### src/rtl/gearbox_in_w_to_out_w.sv
// gearbox_in_w_to_out_w
// Width-conversion gearbox: packs a stream of IN_W-bit words into OUT_W-bit
// words, LSB-first, through a BUF_W-bit accumulator. Bit 0 of the accumulator
// is always the oldest buffered bit; bits at and above the fill count are zero.
// Ready/valid on both sides, a fill-level output and a synchronous flush.
module gearbox_in_w_to_out_w #(
   parameter int IN_W  = 10,
   parameter int OUT_W = 8,
   parameter int BUF_W = 32,
   // derived from BUF_W; not meant to be overridden
   parameter int CNT_W = $clog2(BUF_W + 1)
) (
   input  logic             clk,
   input  logic             rst_n,
   input  logic             flush,
   input  logic             in_valid,
   output logic             in_ready,
   input  logic [IN_W-1:0]  in_data,
   output logic             out_valid,
   input  logic             out_ready,
   output logic [OUT_W-1:0] out_data,
   output logic [CNT_W-1:0] fill
);

   // Elaboration-time sanity of the geometry: the buffer must hold a full
   // output word plus a full input word so push and pop can overlap.
   if (IN_W < 1) begin : g_bad_in_w
      $error("gearbox_in_w_to_out_w: IN_W must be >= 1");
   end
   if (OUT_W < 1) begin : g_bad_out_w
      $error("gearbox_in_w_to_out_w: OUT_W must be >= 1");
   end
   if (BUF_W < IN_W + OUT_W) begin : g_bad_buf_w
      $error("gearbox_in_w_to_out_w: BUF_W must be >= IN_W + OUT_W");
   end

   // Count-domain constants; all count arithmetic is done at CNT_W bits.
   localparam logic [CNT_W-1:0] IN_STEP  = CNT_W'(IN_W);
   localparam logic [CNT_W-1:0] OUT_STEP = CNT_W'(OUT_W);
   localparam logic [CNT_W-1:0] IN_LIMIT = CNT_W'(BUF_W - IN_W);

   logic [BUF_W-1:0] buf_r;
   logic [CNT_W-1:0] cnt_r;

   logic [BUF_W-1:0] in_ext_s;
   logic [BUF_W-1:0] kept_s;
   logic [BUF_W-1:0] ins_s;
   logic [BUF_W-1:0] buf_next_s;
   logic [CNT_W-1:0] base_s;
   logic [CNT_W-1:0] cnt_next_s;
   logic             push_s;
   logic             pop_s;

   // Output word and fill level come straight from registers.
   assign out_data = buf_r[OUT_W-1:0];
   assign fill     = cnt_r;

   // Incoming word zero-extended to the accumulator width before placement.
   assign in_ext_s = {{(BUF_W - IN_W){1'b0}}, in_data};

   // Handshake levels depend only on the registered count; flush masks both
   // sides so no transfer can coincide with the discard.
   always_comb begin
      in_ready  = 1'b0;
      out_valid = 1'b0;
      if (flush) begin
         in_ready  = 1'b0;
         out_valid = 1'b0;
      end else begin
         in_ready  = (cnt_r <= IN_LIMIT);
         out_valid = (cnt_r >= OUT_STEP);
      end
   end

   assign push_s = in_valid & in_ready;
   assign pop_s  = out_valid & out_ready;

   // Drop the popped word first, then land the new word directly above the
   // bits that remain, so a simultaneous push and pop stays in bit order.
   always_comb begin
      kept_s     = buf_r;
      base_s     = cnt_r;
      ins_s      = {BUF_W{1'b0}};
      buf_next_s = buf_r;
      cnt_next_s = cnt_r;
      if (pop_s) begin
         kept_s = buf_r >> OUT_W;
         base_s = cnt_r - OUT_STEP;
      end else begin
         kept_s = buf_r;
         base_s = cnt_r;
      end
      if (push_s) begin
         ins_s      = in_ext_s << base_s;
         cnt_next_s = base_s + IN_STEP;
      end else begin
         ins_s      = {BUF_W{1'b0}};
         cnt_next_s = base_s;
      end
      buf_next_s = kept_s | ins_s;
   end

   // Accumulator and fill count; flush empties both on the next edge.
   always_ff @(posedge clk or negedge rst_n) begin
      if (!rst_n) begin
         buf_r <= {BUF_W{1'b0}};
         cnt_r <= {CNT_W{1'b0}};
      end else if (flush) begin
         buf_r <= {BUF_W{1'b0}};
         cnt_r <= {CNT_W{1'b0}};
      end else begin
         buf_r <= buf_next_s;
         cnt_r <= cnt_next_s;
      end
   end

endmodule

### config.mk
export PLATFORM = sky130hd
export DESIGN_NAME = gearbox_in_w_to_out_w
export DESIGN_NICKNAME = d
export VERILOG_FILES = /design/src/rtl/gearbox_in_w_to_out_w.sv
export SDC_FILE = /design/constraint.sdc
export NUM_CORES = 1
export LEC_CHECK = 0
export BUFFER_PORTS_ARGS = -buffer_cell sky130_fd_sc_hd__buf_2
export CAP_MARGIN = 20
export CELL_PAD_IN_SITES_DETAIL_PLACEMENT = 1
export CELL_PAD_IN_SITES_GLOBAL_PLACEMENT = 1
export CORE_UTILIZATION = 50
export CTS_BUF_LIST = sky130_fd_sc_hd__clkbuf_4
export DETAILED_ROUTE_END_ITERATION = 10
export PLACE_DENSITY_LB_ADDON = 0.1
export SLEW_MARGIN = 20
export SYNTH_ARGS = -nofsm -noshare
export SYNTH_HDL_FRONTEND = slang
export SYNTH_SLANG_ARGS = --single-unit
### constraint.sdc
create_clock -name clk -period 7 [get_ports clk]
set_input_delay 0.7 -clock clk [delete_from_list [all_inputs] [get_ports clk]]
set_output_delay 0.7 -clock clk [all_outputs]
set_load 0.05 [all_outputs]
# ---- Word level (Yosys, flattened, before mapping)
# Cells that the tools add are included.
dict set report op_classes {
  bitwise_logic 3
  reduce_logical 0
  addsub 2
  muxes 8
  eq_ne 0
  n_div 0
  n_lt_le_gt_ge 2
  mul 0
  n_shift 1
}
# op count
set op_table {}
lappend op_table {{32-bit 2-to-1 mux} 3}
lappend op_table {{32-bit OR} 1}
lappend op_table {{10-bit by 6-bit left shift with 32-bit output} 1}
lappend op_table {{6-bit 2-to-1 mux} 3}
lappend op_table {{6-bit by 4-bit adder with 6-bit output (second input constant)} 1}
lappend op_table {{6-bit by 4-bit greater-or-equal comparator with 1-bit output (second input constant)} 1}
lappend op_table {{6-bit by 5-bit <= comparator with 1-bit output (second input constant)} 1}
lappend op_table {{6-bit by 4-bit subtractor with 6-bit output (second input constant)} 1}
lappend op_table {{1-bit AND} 2}
lappend op_table {{1-bit 2-to-1 mux} 2}
dict set report word_totals {
  n_memories 0
  romBits 0
  ram_bits 0
  out_inout_bits 16
  word_cells 18
  input_bits 15
  register_bits 38
  latch_bits 0
}

# ---- Longest topological paths before layout
dict set report depth {
  ltp_word 8
  mapped_depth 9
  mapped_depth_nobuf 7
}

# ---- Worst setup path after synthesis
# Ideal clock, no wire load.
dict set report synth_timing {
  path_type {register to register}
  startpoint {register cnt_r[4] (netlist: fill[4])}
  endpoint {register buf_r[16]}
  period_less_slack_ps 3344
  setup_slack_ps 3656
  setup_ps 96
  required_time_ps 6904
  path_buffers 1
  path_stages_with_launch 7
  arrival_time_ps 3248
  cell_sequence {dfrtp_1 > buf_2 > a211oi_1 > nand2_1 > a2111oi_2 > nand2_1 > o31ai_1}
}
dict set report synth_via {
  elab_cells_between_ends 13
  classes_between {1 x add/sub; 2 x order compare; 1 x shift; 6 x mux; 3 x bitwise}
}
# element line_no
set synth_rtl {}
lappend synth_rtl {{start, declared} 43} ;# logic [CNT_W-1:0] cnt_r;
lappend synth_rtl {{start signal, assigned} 107} ;# cnt_r <= {CNT_W{1'b0}};
lappend synth_rtl {{start signal, assigned} 110} ;# cnt_r <= {CNT_W{1'b0}};
lappend synth_rtl {{start signal, assigned} 113} ;# cnt_r <= cnt_next_s;
lappend synth_rtl {{6-bit by 5-bit <= comparator with 1-bit output} 70} ;# in_ready = (cnt_r <= IN_LIMIT);
lappend synth_rtl {{1-bit 2-to-1 mux} 66} ;# if (flush) begin
lappend synth_rtl {{via in_ready} 17} ;# output logic in_ready,
lappend synth_rtl {{1-bit AND} 75} ;# assign push_s = in_valid & in_ready;
lappend synth_rtl {{32-bit 2-to-1 mux} 93} ;# if (push_s) begin
lappend synth_rtl {{32-bit OR} 100} ;# buf_next_s = kept_s | ins_s;
lappend synth_rtl {{32-bit 2-to-1 mux} 108} ;# end else if (flush) begin
lappend synth_rtl {{end signal, assigned} 106} ;# buf_r <= {BUF_W{1'b0}};
lappend synth_rtl {{end signal, assigned} 109} ;# buf_r <= {BUF_W{1'b0}};
lappend synth_rtl {{end signal, assigned} 112} ;# buf_r <= buf_next_s;
lappend synth_rtl {{end, declared} 42} ;# logic [BUF_W-1:0] buf_r;
# The timed path passes the listed nets, and every way through them passes these cells.

# ---- Worst setup path in the final report
dict set report layout_timing {
  startpoint {register cnt_r[2] (netlist: fill[2])}
  endpoint {output port out_valid}
}
dict set report layout_via {
  elab_chain_len 2
}
# element line_no
set layout_rtl {}
lappend layout_rtl {{6-bit by 4-bit greater-or-equal comparator with 1-bit output} 71} ;# out_valid = (cnt_r >= OUT_STEP);
lappend layout_rtl {{1-bit 2-to-1 mux} 66}
lappend layout_rtl {{end, declared} 19} ;# output logic out_valid,
# Every way passes these cells.

==> flow_summary.yaml <==
outcome:
  status: "completed"
pwr:
  switching_share: 0.416
  ir_drop_uv: 126
  p_leak_nw: 1.03
  p_switching_w: 0.000281
  p_per_area_mw_per_mm2: 277
  share_seq_of_total_power: 0.391
  power_frac_comb: 0.382
  p_clk_frac: 0.226
  p_int_w: 0.000394
place:
  post_dp_cell_area_mm2: 0.00235
  placed_cells: 289
  hpwl_um: 4380
  gp_congestion: 0.859
  port_buffers: 29
  pre_cts_ws_ps: 3880
finish:
  multi_input_area_mm2: 0.00120
  fin_util: 0.560
  seqCellArea_um2: 926
  fillCellCount: 497
  diodes: 0
  finalNetCount: 263
  layout-drive-gt1-share: 0.224
  final_cell_area_mm2: 0.00244
  area_delta_synth_final_pct: 7.80
  post_layout_nonfiller_instances: 297
sta:
  min_period_over_period: 0.508
  setup_violations: 0
  slew_viol_final: 0
  fin_worst_skew_ps: 14.2
  worst_slack_ps: 3440
  slew-limit-headroom: 0.397
  hold_viol: 0
  tightest_slew_ps: 899
  tns_ps: 0
  period_needed_ps: 3560
  rsz0062_at_grt: "false"
  fmax_ghz: 0.281
synthesis:
  synth_edf_count: 0
  syn-cell-area_mm2: 0.00226
  synthCells: 229
  synthTopCellsByCount: "dfrtp_1 (37), nand2_1 (28), mux2i_1 (25)"
  yosysTopAreaCell: "dfrtp_1"
  syn_area_per_cell_um2: 9.87
  yosysUniqueCellTypes: 41
  netlist.area_leader.share: 0.410
  ys_async_sr_fraction: 1.00
  synth_most_common_cell: "dfrtp_1"
  yosysWarningCount: 0
  ys_seq_elements: 37
  synthesis.nets: 248
  synthTopCellsByArea: "dfrtp_1 (41%), mux2i_1 (11%), mux2_2 (7.0%)"
  ys.flop_type: "dfrtp_1"
  synth_seq_area_share: 0.410
clock_network:
  clock_latency_ps: 350
  postCtsHoldBufs: 0
  cts_made_buffers: 5
  root_buffer: "clkbuf_4"
  cts_setup_buffers: 0
  htree_num_levels: 2
  cts.repair.resized: 0
  cts_sinks: 37
  path_clk_slew_ps: 120
  cts.path.max_buffers: 2
  cts_tree: "built"
route:
  antenna_left: 0
  finalWirelength_um: 6250
  drtIter0Drc: 162
  drt_pass1_iterations: 4
  via_per_inst: 6.37
  num_vias: 1892
  drc: 0
  wire_per_inst_um: 21.0
critical_path:
  cp_slowest_stage_delay_ps: 900
  critPathRequiredTime_ps: 6300
  cp-end-kind: "primary output"
  path_max_fanout: 31
  crit_buf_inv: 2
  timing.rr.start: "fill[2]"
  path_class: "register to primary output"
  cp.arrival_ps: 2860
  worst_r2r_path_depth: 6
  r2r-end: "buf_r[13]"
  crit_path_start_kind: "register"
  crit_chain: "inv_1 -> ha_1 -> a2111oi_4 -> nor2_1 -> buf_2"
  path_delay_family: "flip-flops"
  reg2reg_slack_ps: 3730
  critPathSlowestCell: "dfrtp_1"
floorplanning:
  dieArea_mm2: 0.00479
  chipWidth_um: 69.2
  floorplan.initialDensity: 0.519
  core_area_mm2: 0.00435
  dieHeight_um: 69.2
  rows: 24
  pin_count: 31
global_route:
  grt_pass1_wl_um: 10700
  grt_pass1_vias: 2007
  antenna_found_initial: 0
  gr-total-overflow: 0
  grt_max_degree: 38
  grt_use_total: 0.288
job:
  maxCapViolCount: 0
min_path:
  hold_class: "primary input to async pin"
==> power by group through the flow <==
stage	registers, W	logic [W]	clock network (W)
6_report	0.000264	0.000258	0.000153
3_5_place_dp	0.000268	0.000255	0
4_1_cts	0.000264	0.000256	0.000155
2_1_floorplan	0.000265	0.000202	0
3_3_place_gp	0.000265	0.000246	0
5_1_grt	0.000269	0.000276	0.000164
==> sequential cells by signal (all words and copies together), names as in the netlist <==
signal	flops
fill	5
buf_r	32
==> per-stage QoR <==
stage	hold slack, ps	power [W]
2_1_floorplan	404	0.000467
3_3_place_gp	466	0.000511
3_5_place_dp	484	0.000523
4_1_cts	448	0.000676
5_1_grt	476	0.000709
6_report	427	0.000676
==> cell type report <==
cell class              instances  share of cell area
inverters                       6             0.00924
well taps                      52              0.0267
clock inverters                 2              0.0139
multi-input cells             165               0.492
flip-flops and latches         37               0.380
repair buffers                 29              0.0595
clock buffers                   6              0.0185
==> placed cells by master, fill, tap and decap left out, types with 2 or more instances in the layout <==
master	count
nor4_1	2
nand3_1	6
mux2_2	14
o31ai_1	6
mux2_1	3
ha_1	4
nand2b_1	4
o22ai_1	12
mux2i_1	25
inv_1	5
o21ai_1	9
o21ai_0	8
dfrtp_1	37
a21oi_1	7
nand2_1	28
xnor2_1	2
nor2_1	7
a22oi_1	4
o32ai_1	4
clkbuf_4	6
buf_2	29
o221ai_1	4
==> layer usage <==
metal  part of all wire  up-vias  global-route usage
li1                   -      868                   -
met5                  0        -                   0
met1               0.47      966               0.404
met4              0.013        0              0.0816
met3              0.033        8              0.0480
met2               0.48       50               0.462
==> how the worst max path moves through the flow <==
stage	end	cells after the start	slack, ps	startpoint
6_report	out_valid	5	3440	fill[2]
4_1_cts	out_valid	5	3520	fill[2]
3_3_place_gp	fill[5]	6	4050	fill[2]
5_1_grt	out_valid	5	3200	fill[2]
3_5_place_dp	buf_r[13]	6	3880	fill[2]
2_1_floorplan	buf_r[16]	6	3660	fill[4]
==> kinds of logic (layout without fill, tap and decap cells) <==
logic type               Yosys count  in the layout  synth area share
AND/OR/NAND/NOR                   56             56             0.115
AO/OA/AOI/OAI                     60             60             0.186
other                              1              1           0.00166
adder cells (fa/ha/maj)            4              4            0.0221
multiplexers                      42             42             0.195
buffers and inverters             27             43            0.0620
flip-flops                        37             37             0.410
XOR/XNOR                           2              2           0.00775
==> worst reg2reg max path, stage by stage, from the launching register on <==
cell and delay, ps:
dfrtp_1 900, inv_1 280, ha_1 320, a2111oi_4 690
or2_1 380, mux2_1 400, o22ai_1 200
Note: power is estimated with default switching activity, not from simulation.
